### src/rtl/seg7_pkg.sv
// Shared types and glyph constants for the 7-segment display reader.
// Glyphs are SEG[7:1] (a..g), active-low.
package seg7_pkg;

  typedef logic [6:0] glyph_t;

  localparam glyph_t GLYPH_0 = 7'b0000001;
  localparam glyph_t GLYPH_1 = 7'b1001111;
  localparam glyph_t GLYPH_2 = 7'b0010010;
  localparam glyph_t GLYPH_3 = 7'b0000110;
  localparam glyph_t GLYPH_4 = 7'b1001100;
  localparam glyph_t GLYPH_5 = 7'b0100100;
  localparam glyph_t GLYPH_6 = 7'b0100000;
  localparam glyph_t GLYPH_7 = 7'b0001111;
  localparam glyph_t GLYPH_8 = 7'b0000000;
  localparam glyph_t GLYPH_9 = 7'b0000100;
  localparam glyph_t GLYPH_A = 7'b0001000;
  localparam glyph_t GLYPH_B = 7'b1100000;
  localparam glyph_t GLYPH_C = 7'b1110010;
  localparam glyph_t GLYPH_D = 7'b1000010;
  localparam glyph_t GLYPH_E = 7'b0110000;
  localparam glyph_t GLYPH_F = 7'b0111000;
  localparam glyph_t BLANK   = 7'b1111111;

  typedef struct packed {
    logic [3:0] nibble;
    logic       recognized;
    logic       blank;
  } decode_t;

  // True when exactly one active-low digit select is asserted.
  function automatic logic single_select(input logic [3:0] dig);
    logic sel;
    case (dig)
      4'b1110, 4'b1101, 4'b1011, 4'b0111: sel = 1'b1;
      default:                            sel = 1'b0;
    endcase
    return sel;
  endfunction

endpackage

### src/rtl/seg7_decode.sv
// Combinational glyph decoder: active-low segment pattern to hex nibble,
// with recognized/blank flags.
module seg7_decode
  import seg7_pkg::*;
(
  input  glyph_t  glyph,
  output decode_t result
);

  always_comb begin
    result.nibble     = 4'h0;
    result.recognized = 1'b1;
    result.blank      = 1'b0;
    unique case (glyph)
      GLYPH_0: result.nibble = 4'h0;
      GLYPH_1: result.nibble = 4'h1;
      GLYPH_2: result.nibble = 4'h2;
      GLYPH_3: result.nibble = 4'h3;
      GLYPH_4: result.nibble = 4'h4;
      GLYPH_5: result.nibble = 4'h5;
      GLYPH_6: result.nibble = 4'h6;
      GLYPH_7: result.nibble = 4'h7;
      GLYPH_8: result.nibble = 4'h8;
      GLYPH_9: result.nibble = 4'h9;
      GLYPH_A: result.nibble = 4'hA;
      GLYPH_B: result.nibble = 4'hB;
      GLYPH_C: result.nibble = 4'hC;
      GLYPH_D: result.nibble = 4'hD;
      GLYPH_E: result.nibble = 4'hE;
      GLYPH_F: result.nibble = 4'hF;
      BLANK: begin
        result.recognized = 1'b0;
        result.blank      = 1'b1;
      end
      default: result.recognized = 1'b0;
    endcase
  end

endmodule

### src/rtl/seg7_reader.sv
// Reads a multiplexed 4-digit 7-segment display bus back into hex values.
// Patterns are synchronized, debounced for STABLE_CYCLES samples, then decoded.
module seg7_reader
  import seg7_pkg::*;
#(
  parameter int unsigned STABLE_CYCLES = 4
) (
  input  logic        CLK,
  input  logic        RESET,
  input  logic [7:0]  SEG,
  input  logic [3:0]  DIG,
  input  logic        CLR_ERR,
  output logic [15:0] VALUE,
  output logic [3:0]  DP,
  output logic [3:0]  DIG_OK,
  output logic        ERR,
  output logic        UPDATE
);

  localparam logic [4:0] CntAccept = 5'(STABLE_CYCLES);
  localparam logic [4:0] CntSat    = 5'(STABLE_CYCLES + 1);

  logic [7:0]  seg_meta_q, seg_sync_q;
  logic [3:0]  dig_meta_q, dig_sync_q;
  logic [11:0] pat;
  logic [11:0] pat_prev_q;
  logic [4:0]  cnt_q, cnt_d;

  logic [15:0] value_q, value_d;
  logic [3:0]  dp_q, dp_d;
  logic [3:0]  ok_q, ok_d;
  logic        err_q, err_d;
  logic        upd_q, upd_d;

  logic [3:0]  acc_dig;
  logic [7:0]  acc_seg;
  logic        accept;
  decode_t     dec;

  assign pat     = {dig_sync_q, seg_sync_q};
  assign acc_dig = pat_prev_q[11:8];
  assign acc_seg = pat_prev_q[7:0];

  // The counter saturates one past the threshold, so the threshold value
  // is seen for exactly one cycle per stable period.
  assign accept = (cnt_q == CntAccept) && single_select(acc_dig);

  seg7_decode u_decode (
    .glyph  (acc_seg[7:1]),
    .result (dec)
  );

  always_comb begin
    cnt_d = cnt_q;
    if (pat != pat_prev_q) begin
      cnt_d = 5'd1;
    end else if (cnt_q != CntSat) begin
      cnt_d = cnt_q + 5'd1;
    end
  end

  always_comb begin
    value_d = value_q;
    dp_d    = dp_q;
    ok_d    = ok_q;
    if (accept) begin
      for (int i = 0; i < 4; i++) begin
        if (!acc_dig[i]) begin
          if (dec.recognized) begin
            value_d[4*i +: 4] = dec.nibble;
          end
          ok_d[i] = dec.recognized;
          dp_d[i] = ~acc_seg[0];
        end
      end
    end
    // A new error wins over a simultaneous clear.
    err_d = (err_q & ~CLR_ERR) | (accept & ~dec.recognized & ~dec.blank);
    upd_d = (value_d != value_q) || (dp_d != dp_q) || (ok_d != ok_q);
  end

  always_ff @(posedge CLK) begin
    if (RESET) begin
      seg_meta_q <= '1;
      seg_sync_q <= '1;
      dig_meta_q <= '1;
      dig_sync_q <= '1;
      pat_prev_q <= '1;
      cnt_q      <= '0;
      value_q    <= '0;
      dp_q       <= '0;
      ok_q       <= '0;
      err_q      <= 1'b0;
      upd_q      <= 1'b0;
    end else begin
      seg_meta_q <= SEG;
      seg_sync_q <= seg_meta_q;
      dig_meta_q <= DIG;
      dig_sync_q <= dig_meta_q;
      pat_prev_q <= pat;
      cnt_q      <= cnt_d;
      value_q    <= value_d;
      dp_q       <= dp_d;
      ok_q       <= ok_d;
      err_q      <= err_d;
      upd_q      <= upd_d;
    end
  end

  assign VALUE  = value_q;
  assign DP     = dp_q;
  assign DIG_OK = ok_q;
  assign ERR    = err_q;
  assign UPDATE = upd_q;

endmodule

### config.mk
export PLATFORM = sky130hd
export DESIGN_NAME = seg7_reader
export DESIGN_NICKNAME = d
export VERILOG_FILES = /design/src/rtl/seg7_pkg.sv /design/src/rtl/seg7_decode.sv /design/src/rtl/seg7_reader.sv
export SDC_FILE = /design/constraint.sdc
export NUM_CORES = 1
export LEC_CHECK = 0
export BUFFER_PORTS_ARGS = -buffer_cell sky130_fd_sc_hd__buf_2
export CAP_MARGIN = 10
export CORE_AREA = 2 2 84 86
export CTS_CLUSTER_SIZE = 10
export DETAILED_ROUTE_END_ITERATION = 7
export DIE_AREA = 0 0 86 88
export GPL_TIMING_DRIVEN = 0
export HOLD_SLACK_MARGIN = 0.12
export PLACE_DENSITY = 0.72
export SETUP_SLACK_MARGIN = 0.5
export SYNTH_ARGS = -nofsm -noshare
export SYNTH_HDL_FRONTEND = slang
export SYNTH_SLANG_ARGS = --single-unit
### constraint.sdc
create_clock -name CLK -period 2.9 [get_ports CLK]
set_input_delay 0.29 -clock CLK [delete_from_list [all_inputs] [get_ports CLK]]
set_output_delay 0.29 -clock CLK [all_outputs]
set_load 0.005 [all_outputs]
; After elaboration in Yosys (flattened, before gate mapping)
; Index checks and enable logic that the tools add are counted.
; Widths: inputs -> output; s select.
[classes]
n_bitwise = 8
n_mul = 0
n_reduce_logical = 8
n_mux = 25
div = 0
magnitude_cmp = 0
n_eq_ne = 26
add_sub_neg = 1
shift = 0
[ops]
columns = operator, count
row1 = $pmux 4 s15, 1
row2 = $eq 7x7->1 const B, 6
row3 = $mux 4, 10
row4 = $eq 7x6->1 const B, 4
row5 = $mux 16, 1
row6 = $ne 16x16->1, 1
row7 = $reduce_or 16->1, 1
row8 = $eq 7x3->1 const B, 2
row9 = $eq 7x4->1 const B, 2
row10 = $mux 1, 13
row11 = $eq 4x4->1 const B, 3
row12 = $ne 12x12->1, 1
row13 = $ne 4x4->1, 2
row14 = $eq 7x1->1 const B, 1
row15 = $eq 7x5->1 const B, 1
row16 = $logic_not 7->1, 1
row17 = $add 5x1->5 const B, 1
row18 = $eq 5x3->1 const B, 1
row19 = $ne 5x3->1 const B, 1
row20 = $eq 4x3->1 const B, 1
row21 = $not 1->1, 4
row22 = $reduce_or 4->1, 1
row23 = $and 1x1->1, 3
row24 = $logic_or 1x1->1, 2
row25 = other kinds (4), 4
[totals]
n_memories = 0
reg_bits = 67
ram_bits = 0
word_cells = 80
out_inout_bits = 26
mem_bits_ro = 0
in_bits = 15
latch_bits = 0

; Longest topological paths before layout
; Gate-level depths: netlist of run 1.
[depth]
depth_word = 9
depth_mapped = 11
depth_no_buf = 9

; Cells and area by module
; From an unflattened synthesis of run 1, not the netlist that was laid out.
[unflattened]
hier_cells = 341
area_unflattened_um2 = 3129.3
[modules_own_cells]
columns = mod, seq_area_each_um2, area_per_inst_um2, instances, cells_per_inst
row1 = seg7_reader, 1341.3, 2725.1, 1, 286
row2 = seg7_decode, 0.0, 404.1, 1, 55

; Least setup slack after synthesis of run 1
; No wires, ideal clock.
[synth_timing]
path_kind = flip-flop to flip-flop
from = register cnt_q[0]
to = register upd_q (netlist: UPDATE)
setup_ps = 138
period_less_slack_ps = 2159
required_ps = 2762
t_arrival_ps = 2021
stages_incl_launch_ff = 11
path_slack_ps = 741
n_path_buf = 1
cell_sequence = dfxtp_1 inv_1 ha_1 and4bb_2 and4_1 buf_1 a211oi_1 mux2i_1 nor4_4 a31o_1 a31oi_1
[synth_via]
elab_chain_cells = 6
elab_cells_between_ends = 10
cone_classes = eq/ne (4) / mux (3) / reduce/logical (3)
[synth_lines]
columns = item, line
row1 = start: declaration, seg7_reader.sv:27  ; logic [4:0] cnt_q, cnt_d;
row2 = start signal: assignment, seg7_reader.sv:101  ; cnt_q <= cnt_d;
row3 = $eq 5x3->1 (*), seg7_reader.sv:46  ; assign accept = (cnt_q == CntAccept) && single_select(acc_dig);
row4 = $logic_and 1x1->1 (*), seg7_reader.sv:46
row5 = $mux 16 / $mux 4 (equally long branches), seg7_reader.sv:66  ; if (accept) begin
row6 = $ne 16x16->1 / $ne 4x4->1 (equally long branches), seg7_reader.sv:79  ; upd_d = (value_d != value_q) || (dp_d != dp_q) || (ok_d != ok_q);
row7 = $logic_or 1x1->1, seg7_reader.sv:79
row8 = $logic_or 1x1->1 (*), seg7_reader.sv:79
row9 = end signal: assignment, seg7_reader.sv:106  ; upd_q <= upd_d;
row10 = end: declaration, seg7_reader.sv:33  ; logic upd_q, upd_d;
; Every way passes the cells marked *; elsewhere a longest branch is shown, timed or not.
; A chain may end at the register's enable or synchronous reset.

; Worst setup path after layout of run 1
; Same ends and word-level chain as after synthesis.

==> results of run 1 <==
[worst max path at each step]
| stage | to | startpoint | cells after the start |
|---|---|---|---|
| global route | UPDATE | cnt_q[0] | 10 |
| detailed placement | UPDATE | pat_prev_q[2] | 7 |
| floorplan | UPDATE | cnt_q[0] | 10 |
| CTS | UPDATE | cnt_q[0] | 10 |
| global placement | UPDATE | pat_prev_q[2] | 7 |
| finish | UPDATE | cnt_q[0] | 10 |
[cell families after synthesis]
logic type / Yosys count / share of synthesized area [%]
compound gates: 75 / 17.2
xor+xnor: 22 / 5.92
fa+ha+maj: 3 / 1.15
buf+inv: 35 / 4.84
flops: 67 / 41.2
mux: 6 / 1.85
simple gates: 150 / 27.8
[stage by stage]
| stage | worst slack, ns | hold slack, ns |
|---|---|---|
| 6_report | 0.605 | 0.131 |
| 5_1_grt | 0.474 | 0.134 |
| 4_1_cts | 0.503 | 0.124 |
| 3_5_place_dp | 0.395 | 0.394 |
| 3_3_place_gp | 0.411 | 0.391 |
| 2_1_floorplan | 0.741 | 0.389 |
[power by group]
part	internal [W]	leakage (nW)	switching, W
logic	0.0000574	0.868	0.0000556
registers	0.000942	0.548	0.0000105
clock network	0.000446	0.0998	0.000348
total	0.00145	1.52	0.000414
[routing by layer]
metal / share of wire [%] / track usage, %
met5: 0 / 0
met4: 1.4 / 10.2
met3: 5.5 / 5.28
met2: 48 / 35.4
met1: 45 / 27.0
[layout by cell type, fill, tap and decap left out, types with 4 or more instances in the layout]
cell	n
dfxtp_1	65
buf_2	48
or2_2	37
nor2_1	32
xnor2_1	19
a21oi_1	19
nand2_1	16
clkbuf_1	12
a211oi_1	11
clkbuf_8	11
dlygate4sd3_1	11
inv_1	9
o22ai_1	9
buf_4	8
nor3_1	8
nand2b_1	7
nand3_1	6
nand4_1	5
o21ai_0	5
mux2i_1	5
a22oi_1	4
[area by class of cell]
type | count | area [um^2]
flip-flops and latches | 67 | 1340
plain buffers | 25 | 124
fillers | 594 | 2700
well taps | 80 | 100
repair buffers | 56 | 350
clock inverters | 3 | 46.3
clock buffers | 13 | 159
multi-input cells | 256 | 1780
inverters | 10 | 37.5
[state kept, by name, summed over array words and instances, names as in the netlist]
name	cells
cnt_q	5
dig_meta_q	4
seg_meta_q	8
DIG_OK	4
DP	4
dig_sync_q	4
VALUE	16
pat_prev_q	12
UPDATE	1
ERR	1
seg_sync_q	8
[timing repair]
action | in CTS | in global routing
pin swaps | 0 | 3
endpoints found under the setup margin | 1 | 4
cloned | 0 | 0
resized for setup | 3 | 9
endpoints found under the hold margin | 10 | 1
hold buffers | 10 | 1
buffers inserted | 4 | 2
==> summary.txt, run 1 <==
Outcome
  • Status: finished, final reports clean

Global route
  • Gr usage total: 21.7%
  • First-pass GRT wire length: 12.6 mm
  • Largest net degree at the start of global routing: 12
  • Initial antenna violation count: 0
  • GRT Residual Overflow: 0
  • Vias in the first global route: 2692

Synthesis
  • Most frequent cell after synthesis: dfxtp_1
  • Top FF cell, synth: dfxtp_1
  • Syn nets: around 380
  • Synth Cell Area: 3250 um^2
  • Cells taking the most area after synthesis: dfxtp_1 (41%), or2_2 (7.1%), xnor2_1 (5.1%)
  • Largest area contributor in the netlist: dfxtp_1
  • Synthesis-stage register bit count: between 60 and 70
  • Synth async-reset ratio: 0%
  • Post-synthesis sequential area ratio: a little over 40%
  • Commonest cells in the netlist: dfxtp_1 (67), or2_2 (37), nor2_1 (32)
  • Number of synthesized flops with an enable pin: 0
  • Syn Area/Cell: 9.09 um^2
  • Syn Inst Count: 358
  • Ys Warns: 0
  • Synth top area share: 41.2%
  • Distinct cells, synth: 68

STA
  • Final Skew: 0.00839 ns
  • Fin Setup TNS: 0 ns
  • RSZ-0062 raised after global routing: yes
  • Measured slew at the worst slew-check pin: 0.726 ns
  • Setup violations, final: 0
  • Highest Clock Rate: 436 MHz
  • Final max-slew violation count: 0
  • Period utilization: 79.1%
  • Final min period: 2.30 ns
  • Slew headroom: 51.0%
  • Fin. Hold Viols: 0

Critical path
  • Critical R2R Capture: UPDATE
  • Critical-path top delay cell: dfxtp_2
  • Worst setup path class: flop to flop
  • Worst-path cell chain: inv_1 > ha_1 > and4bb_2 > and4_1 > clkbuf_2 > a211oi_2 > mux2i_2 > nor4_4 > a31o_1 > a31oi_1
  • Crit Path Max Fanout: 7
  • Critical Path Start Type: flop
  • Endpoint class of the critical path: flop
  • Number of buffers and inverters on the critical path: 2
  • Critical path required time: 3.12 ns
  • WP data arrival: 2.51 ns
  • R2r worst-path depth: 10
  • CP top delay family: simple AND/OR/NAND/NOR gates
  • Crit-path max cell delay: 0.35 ns
  • R2R Path Start: cnt_q[0]
  • R2R setup slack: 0.60 ns

Detailed routing
  • Post-DR vias/cell: between 5 and 6
  • Final WL: 7.70 mm
  • DR vias: 2817
  • Initial drt markers: 224
  • WL per Instance: 15.1 um
  • Pre-antenna DRT Iters: 5
  • DRC errors left: 0
  • Final ANT Viol Nets: 0

Clock network
  • Worst-Skew Late Latency: approximately 0.35 ns
  • Clock Sinks: 67
  • CTS buffer count: 9
  • # H-tree levels: 3
  • CTS Root Cell: clkbuf_8
  • CTS Buffer Depth: 2
  • CTS tree: yes
  • Clock transition time at the flip-flop clock pins of the worst setup and hold paths: roughly 0.070 ns

Power and ir drop
  • Pwr Total: 0.00186 W
  • Leakage power: 1.52 nW
  • PwrDens: 472 nW/um^2
  • Peak VDD IR: 355 uV

Run
  • Max Cap Violations: 0

Floorplan
  • Chip height: 88 um
  • Core Area: 6640 um^2
  • Initial Util: 49.0%
  • Num rows: 30
  • I/O pin count: 41
  • Die W: 86 um
  • Die ar.: roughly 7600 um^2

Placement
  • Cell Area, Placed: about 3500 um^2
  • DP HPWL: 5.31 mm
  • Final Wtd Congestion: 0.951
  • Cells after DPL: 477
  • I/O Buffers: 39

Layout
  • Design area: 3940 um^2
  • Final Net Count: roughly 440
  • # diodes: 0
  • Layout Area Growth over Synthesis: 21.1%
  • Layout cells sized above 1: 31.6%
  • Non-Filler Instances: 510
  • Final Util: 59.3%

Hold path
  • Worst Min Path Start: DIG[3]
  • Worst hold path type: input port to flop
  • Hold depth: 2
  • Hold endpoint: dig_meta_q[3]
No activity file was read; power rests on OpenSTA's default activity.
==> run 2, diff against run 1 <==
==> constraint.sdc (replaced) <==
create_clock -name CLK -period 2.25 [get_ports CLK]
set_input_delay 0.225 -clock CLK [delete_from_list [all_inputs] [get_ports CLK]]
set_output_delay 0.225 -clock CLK [all_outputs]
set_load 0.005 [all_outputs]
==> summary.txt, run 2 (synthesized netlist as in run 1, its figures left out) <==
STA
  • Fin. Hold Viols: 0 (unchanged)
  • Period utilization: 97.5% (+18 points)
  • Final max-slew violation count: 0 (unchanged)
  • Setup violations, final: 0 (unchanged)
  • Final Skew: 0.0119 ns (+0.00352 ns)
  • Fin Setup TNS: 0 ns (unchanged)
  • Slew headroom: 57.0% (+6.1 points)
  • Measured slew at the worst slew-check pin: 0.635 ns (-0.0902 ns)
  • Final min period: 2.19 ns (-0.101 ns)
  • RSZ-0062 raised after global routing: yes
  • Highest Clock Rate: 456 MHz (+4.6%)

Detailed routing
  • Pre-antenna DRT Iters: 7 (+2)
  • Final ANT Viol Nets: 0 (unchanged)
  • Met1 Wirelength: 3.61 mm (+3.4%)
  • Final WL: 8.65 mm (+12%)
  • Initial drt markers: 274 (+22%)
  • DRC errors left: 0 (unchanged)
  • Post-DR vias/cell: 5.73 (+3.7%)
  • DR vias: 3083 (+9.4%)
  • Wire length on met2: 4.18 mm (+14%)
  • Met3 routed WL: 609 um (+43%)
  • Top Metal Used: met4
  • WL per Instance: 16.1 um (+6.5%)

Global route
  • Vias in the first global route: 2886 (+7.2%)
  • First-pass GRT wire length: 13.8 mm (+8.8%)
  • Initial antenna violation count: 0 (unchanged)
  • Largest net degree at the start of global routing: 14 (+2)
  • GRT Residual Overflow: 0 (unchanged)
  • Gr usage total: 23.2% (+1.6 points)

Placement
  • Final Wtd Congestion: 0.907 (-4.6%)
  • Cell Area, Placed: 3600 um^2 (+1.6%)
  • I/O Buffers: 39 (unchanged)
  • DP HPWL: 5.35 mm (+0.71%)

Floorplan
  • Chip height: 88 um (unchanged)
  • Die ar.: 7570 um^2 (unchanged)
  • Num rows: 30 (unchanged)
  • Initial Util: 49.0% (unchanged)
  • Die W: 86 um (unchanged)
  • Core Area: 6640 um^2 (unchanged)
  • I/O pin count: 41 (unchanged)

Critical path
  • Endpoint class of the critical path: flop
  • Worst setup path class: flop to flop
  • Critical Path Start Type: flop
  • Critical path required time: 2.45 ns (-0.67 ns)
  • Crit Path Max Fanout: 9 (+2)
  • WP data arrival: 2.40 ns (-0.11 ns)

Clock network
  • CTS tree: yes
  • # H-tree levels: 3 (unchanged)
  • CTS Buffer Depth: 2 (unchanged)
  • Clock Sinks: 67 (unchanged)
  • Worst-Skew Late Latency: 0.35 ns (about the same)
  • Clock transition time at the flip-flop clock pins of the worst setup and hold paths: 0.07 ns (about the same)
  • CTS buffer count: 9 (unchanged)
  • CTS Root Cell: clkbuf_8

Power and ir drop
  • PwrDens: 582 nW/um^2 (+23%)
  • Peak VDD IR: 585 uV (+65%)
  • Leakage power: 1.79 nW (+18%)

Layout
  • # diodes: 0 (unchanged)
  • Design area: 4550 um^2 (+15%)
  • Most frequent cells in the layout: dfxtp_1 (59), buf_2 (42), or2_2 (37)
  • Most common cell after layout, fill and taps aside: dfxtp_1
  • Layout cells sized above 1: 45.2% (+14 points)
  • Layout Area Growth over Synthesis: 39.8%
  • Final Net Count: 471 (+6.3%)
  • FF+latch area: 1360 um^2 (+0.93%)
  • FILL cells: 524 (-12%)
  • Max reg flops: 16 (unchanged)
  • Final Util: 68.5% (+9.2 points)
  • Area of the multi-input gates: 2010 um^2 (+13%)

Run
  • Max Cap Violations: 0 (unchanged)

Hold path
  • Worst hold path type: input port to flop

Outcome
  • Status: finished, final reports clean
[run 2: cell types whose count changed in the layout (fill, tap and decap cells not counted), sizes merged]
cell	delta
clkinvlp	-1
buf	+28
bufinv	+2
inv	+1
clkbuf	-5
clkinv	+2
dlygate4sd3	+1
[run 2: critical path, cell delays in order (launching register included)]
cell and delay [ns]:
dfxtp_1 0.31, buf_6 0.13, or4b_4 0.53, a2111oi_4 0.37
nor4_4 0.12, a22oi_1 0.19, and3_1 0.18, a31o_1 0.14
a31oi_1 0.09
[run 2: metal layers]
layer / vias up / track usage [%]
met5: - / 0
met4: 0 / 11.0
met3: 27 / 4.71
met2: 141 / 38.3
met1: 1457 / 29.3
li1: 1458 / -
[run 2: worst paths after layout]
check / cells after the start / end / slack (ns) / start
max: 8 / UPDATE / 0.06 / pat_prev_q[6]
min: 3 / ERR / 0.14 / CLR_ERR
max reg2reg: 8 / UPDATE / 0.06 / pat_prev_q[6]
min reg2reg: 1 / seg_sync_q[1] / 0.41 / seg_meta_q[1]
[run 2: metrics by stage]
stage                     total power (W)  hold WS [ns]  instances  worst slack [ns]
after global routing              0.00274         0.157        538           -0.0463
after floorplan                   0.00135         0.329        358             0.186
final                             0.00265         0.141        538            0.0554
after detailed placement          0.00139         0.393        477            -0.200
after global placement            0.00138         0.392        477            -0.188
after CTS                         0.00265         0.136        534            0.0966
[run 2: repair_timing]
| action | CTS | global route |
|---|---|---|
| pin swaps | 20 | 14 |
| gates cloned | 0 | 0 |
| endpoints found under the hold margin | 12 | 0 |
| setup endpoints to repair | 24 | 26 |
| gates resized for setup | 60 | 20 |
| buffers inserted | 29 | 4 |
| hold buffers | 12 | 0 |
[run 2: final cells by class]
type	count	area share [%]
Multi-Input combinational cell	256	44.2
Clock inverter	7	2.75
Inverter	10	0.825
Buffer	25	4.07
Clock buffer	9	2.72
Tap cell	80	2.20
Timing Repair Buffer	84	13.4
Sequential cell	67	29.8
[run 2: power by group]
group / internal, W / switching (W)
sequential: 0.00121 / 0.0000151
clock: 0.000745 / 0.000493
combinational: 0.0000938 / 0.0000875
total: 0.00205 / 0.000596
